[config.mk]
export PLATFORM = sky130hd
export DESIGN_NAME = display_scan_mux
export DESIGN_NICKNAME = d
export VERILOG_FILES = /design/src/rtl/display_scan_mux.sv
export SDC_FILE = /design/constraint.sdc
export NUM_CORES = 1
export LEC_CHECK = 0
export ABC_CLOCK_PERIOD_IN_PS = 2000
export CAP_MARGIN = 20
export CORE_UTILIZATION = 50
export CTS_CLUSTER_SIZE = 8
export DETAILED_ROUTE_END_ITERATION = 10
export DONT_BUFFER_PORTS = 1
export GPL_ROUTABILITY_DRIVEN = 0
export HOLD_SLACK_MARGIN = 0.03
export PLACE_DENSITY_LB_ADDON = 0.05
export SYNTH_ARGS = -nofsm -noshare
export SYNTH_HDL_FRONTEND = slang
export SYNTH_SLANG_ARGS = --single-unit
[constraint.sdc]
create_clock -name clk -period 2 [get_ports clk]
set_input_delay 0.2 -clock clk [delete_from_list [all_inputs] [get_ports clk]]
set_output_delay 0.2 -clock clk [all_outputs]
set_load 0.005 [all_outputs]
[src/rtl/display_scan_mux.sv]
// display_scan_mux: time-multiplexed N-digit 7-segment scan driver with frame-aligned value updates.
// Optional LEADING_ZERO_BLANK_EN darkens digits above the most significant nonzero digit.
module display_scan_mux #(
    parameter int N_DIGITS    = 4,
    parameter int REFRESH_DIV = 50000
) (
    input  logic                    clk,
    input  logic                    rst,
    input  logic                    en,
    input  logic                    load,
    input  logic [4*N_DIGITS-1:0]   num,
    output logic [3:0]              bcd,
    output logic [N_DIGITS-1:0]     an,
    output logic                    pending
);
    localparam int DIV_W = $clog2(REFRESH_DIV);
    localparam int IDX_W = N_DIGITS > 1 ? $clog2(N_DIGITS) : 1;

    logic [DIV_W-1:0]      div_q, div_d;
    logic [IDX_W-1:0]      idx_q, idx_d;
    logic [4*N_DIGITS-1:0] shadow_q, shadow_d, disp_q, disp_d;
    logic                  pending_q, pending_d;
    logic                  tick, wrap, lit;

    assign tick = en && div_q == DIV_W'(REFRESH_DIV - 1);
    assign wrap = tick && idx_q == IDX_W'(N_DIGITS - 1);

    always_comb begin
        div_d     = tick ? '0 : en ? div_q + 1'b1 : div_q;
        idx_d     = wrap ? '0 : tick ? idx_q + 1'b1 : idx_q;
        shadow_d  = load ? num : shadow_q;
        // A load coinciding with the boundary bypasses the stale shadow
        disp_d    = wrap && load ? num : wrap && pending_q ? shadow_q : disp_q;
        pending_d = wrap ? 1'b0 : load ? 1'b1 : pending_q;
    end

    always_ff @(posedge clk) begin
        if (rst) begin
            div_q     <= '0;
            idx_q     <= '0;
            shadow_q  <= '0;
            disp_q    <= '0;
            pending_q <= 1'b0;
        end else begin
            div_q     <= div_d;
            idx_q     <= idx_d;
            shadow_q  <= shadow_d;
            disp_q    <= disp_d;
            pending_q <= pending_d;
        end
    end

`ifdef LEADING_ZERO_BLANK_EN
    logic [IDX_W-1:0] msd;
    always_comb begin
        msd = '0;
        for (int k = 1; k < N_DIGITS; k++)
            if (disp_q[4*k +: 4] != 4'h0) msd = IDX_W'(k);
    end
    assign lit = idx_q <= msd;
`else
    assign lit = 1'b1;
`endif

    assign bcd     = disp_q[4*idx_q +: 4];
    assign an      = en && lit ? ~(N_DIGITS'(1) << idx_q) : '1;
    assign pending = pending_q;
endmodule
==> results.txt <==
----------------------------------------------------
[Timing]
  Number of slew-limit violations in the final report ... 0
  Final Setup Violations ... 0
  Final-report hold violation count ... 0
  Period utilization ... 84.52%
  Relative max-transition margin ... 50.48%
  Setup repair after global routing missed its margin ... false
  Fin crit period ... 1690 ps
  Maximum frequency from static timing analysis ... 591.6 MHz
  Summed negative setup slack over all endpoints ... 0 ps
  Worst Skew ... 5.890 ps
  Pin slew with the least headroom to its limit ... 740.4 ps

[Setup path]
  Data arrival time of the worst path ... 1930 ps
  Crit path cell chain ... nand2b_4 > or4_4 > or4_1 > a21oi_1
  Startpoint type of the worst setup path ... register
  Master of the slowest instance on the critical path ... sky130_fd_sc_hd__or4_4
  Max Fanout on Critical Path ... 5
  Critical Setup Path Class ... reg -> reg
  Critical path required time ... 2240 ps
  Biggest cell delay along the critical path ... 490 ps
  Kind of end point of the critical path ... register

[Pwr]
  Total design power ... 1.767 mW
  Static leakage power ... 1.030 nW
  Share of total power in the clock network ... 36.2%
  Net Sw Power ... 0.4066 mW
  Combinational cell fraction of total power ... 4.5%
  Cell-internal power ... 1.361 mW
  Share of total power in sequential cells ... 59.3%
  Sw Ratio ... 23.01%
  Power density of the placed cells ... 702.0 nW/um^2
  Worst IR drop on VDD ... 0.0003959 V

[Clocking]
  Buffer depth of the longest clock path ... 2
  Number of buffers created by CTS ... 5
  CTS clock-pin slew for the worst setup and hold paths ... 90 ps
  Root Buffer ... sky130_fd_sc_hd__clkbuf_8
  Post-CTS setup buffer count ... 0
  Max H-tree Level ... 2
  Count of instances resized after the clock tree is built ... 0
  Sinks on Clock Net ... 51
  CTS tree ... yes
  Clock network latency to the later pin of the worst-skew pair ... 310 ps

[Final layout]
  Fraction of final layout cells sized beyond drive strength 1 ... 15.74%
  Commonest non-fill, non-tap cell in the layout ... sky130_fd_sc_hd__dfxtp_1
  Most frequent cells in the layout ... 51 x sky130_fd_sc_hd__dfxtp_1, 34 x sky130_fd_sc_hd__nor2_1, 19 x sky130_fd_sc_hd__mux2i_1
  Antenna Diode Count ... 0
  Fin util ... 57.03%
  Layout net count ... 259
  Final-layout fill cell count ... 383
  P&R area growth vs syn ... 8.639%

[Routing]
  Starting DRT DRC Count ... 59
  Vias per inst ... 5.484
  Routed WL ... 4235 um
  Residual DRC count ... 0
  Routed wire length per instance ... 14.76 um
  Via count ... 1574
  Routed Antenna Nets ... 0
  Number of optimization iterations in the first detailed-route pass ... 4

[Synth]
  Combinational family with the most area after synthesis ... simple AND/OR/NAND/NOR gates
  Post-synthesis net count ... 253
  Parity-gate share of the synthesized area counting xor and xnor cells ... 5.292%
  Cells after synthesis ... 228
  Fraction of synthesized cell area taken by the top area cell type ... 44.06%
  Total of flip-flops plus latches after synthesis ... 51
  Per-instance average area after synthesis ... 10.16 sq um
  Flip-flop cell with the highest count after synthesis ... sky130_fd_sc_hd__dfxtp_1
  Synth Cell Area ... 2317 sq um
  Fraction of synthesized area in multiplexers ... 20.19%
  Top cells by area in the synthesized netlist ... sky130_fd_sc_hd__dfxtp_1 44%, sky130_fd_sc_hd__mux2i_1 8.2%, sky130_fd_sc_hd__nor2_1 5.5%
  Number of enable-type register cells in the synthesized netlist ... 0
  Compound-Gate Fraction of Synth Area ... 3.132%
  Cell variety after synth ... 38
  Adder-Cell Fraction of Synth Area ... 2.700%
  Yosys warning total ... 0
  Share of synthesized flip-flops with an asynchronous set or reset ... 0%
  Cell accounting for the most synthesized area ... sky130_fd_sc_hd__dfxtp_1
  Simple-Gate Fraction of Synth Area ... 21.49%
  Fraction of the yosys area taken by sequential cells ... 44.06%

[Floorplan]
  Number of placed I/O pins ... 29
  Area of the die ... 4911 sq um
  Effective utilization at floorplan ... 52.49%
  Die width ... 70.08 um
  Area of the placeable core ... 4414 sq um
  Row Count ... 24
  Die Height ... 70.08 um

[Global route]
  Wire length of the first global-routing pass ... 7265 um
  Pin count of the biggest net entering global routing ... 22
  Number of global-route vias before repair ... 1505
  Total global routing track utilization ... 19.21%
  GR Overflow Total ... 0
  Number of antenna violations at the first check in global routing ... 0

[Min path]
  Worst min-delay path class ... in -> reg

[Place]
  PortBufs ... 0
  HPWL reported at the end of detailed placement ... 2855 um

[Job]
  Max Cap Viol ... 0

[Run status]
  Status ... finished, final reports clean

----------------------------------------------------
[worst max-delay path: cells and delay by family (launching register included)]
| family | cells | cell delay, ps |
|---|---|---|
| AO/OA/AOI/OAI | 1 | 140 |
| flip-flops | 1 | 360 |
| AND/OR/NAND/NOR | 3 | 1130 |
[synth_stat cells, types with 4 or more instances]
master	count
sky130_fd_sc_hd__dfxtp_1	51
sky130_fd_sc_hd__nor2_1	34
sky130_fd_sc_hd__mux2i_1	19
sky130_fd_sc_hd__nor2b_1	14
sky130_fd_sc_hd__xnor2_1	10
sky130_fd_sc_hd__mux2_4	8
sky130_fd_sc_hd__nand2_1	8
sky130_fd_sc_hd__inv_1	7
sky130_fd_sc_hd__clkbuf_1	6
sky130_fd_sc_hd__a21oi_1	5
sky130_fd_sc_hd__ha_1	5
sky130_fd_sc_hd__nand3_1	5
sky130_fd_sc_hd__nand4_1	5
sky130_fd_sc_hd__nor3_1	5
sky130_fd_sc_hd__mux4_2	4
sky130_fd_sc_hd__nor4_1	4
sky130_fd_sc_hd__xor2_1	4
[registers in the layout, summed over array words and instances, names as in the netlist]
signal,count
disp_q,16
div_q,16
shadow_q,16
idx_q,2
pending,1
[area by class of cell]
type / count / area, sq um / share of cell area [%]
Clock buffer: 6 / 82.58 / 3.280
Clock inverter: 2 / 16.27 / 0.6461
Tap cell: 52 / 65.06 / 2.584
Sequential cell: 51 / 1021 / 40.56
Inverter: 7 / 26.28 / 1.044
Timing Repair Buffer: 9 / 82.58 / 3.280
Multi-Input combinational cell: 160 / 1224 / 48.61
[routing by layer]
layer / global-route usage (%) / part of all wire [%] / vias up
li1: - / - / 801
met1: 26.63 / 52 / 733
met2: 28.21 / 42 / 33
met3: 6.061 / 5.1 / 7
met4: 6.667 / 1.5 / 0
met5: 0 / 0 / -
[kinds of logic (layout without fill, tap and decap cells)]
kind of cell    Yosys count  in the layout
compound gates           12             12
xor+xnor                 14             14
simple gates             92             92
fa+ha+maj                 5              5
mux                      37             37
flops                    51             51
buf+inv                  17             24
[power groups by stage]
stage          sequential, mW  clock (mW)  combinational [mW]
2_1_floorplan            1.07           0              0.0703
5_1_grt                  1.05       0.696              0.0886
6_report                 1.05       0.640              0.0790
3_3_place_gp             1.07           0              0.0695
4_1_cts                  1.05       0.655              0.0793
3_5_place_dp             1.07           0              0.0711
[worst paths after layout]
| kind | slack [ps] | start | endpoint | depth (start not counted) |
|---|---|---|---|---|
| max reg2reg | 310 | div_q[4] | idx_q[0] | 4 |
| min reg2reg | 490 | disp_q[0] | disp_q[0] | 2 |
| min | 40 | num[15] | shadow_q[15] | 2 |
| max | 310 | div_q[4] | idx_q[0] | 4 |
[timing repair]
action                     CTS  global route
setup endpoints to repair    0             0
hold buffers                 1             0
hold endpoints to repair    19             0
[stage by stage]
step / hold WS (ps) / cell area [sq um] / std cells / setup slack (ps)
after global placement: 274.9 / 2409 / 278 / 356.7
after CTS: 36.13 / 2517 / 287 / 305.6
after floorplan: 347.2 / 2317 / 228 / 149.5
after detailed placement: 276.5 / 2409 / 278 / 331.8
final: 41.73 / 2517 / 287 / 309.5
after global routing: 46.46 / 2517 / 287 / 224.2
Note: power is estimated with default switching activity, not from simulation.
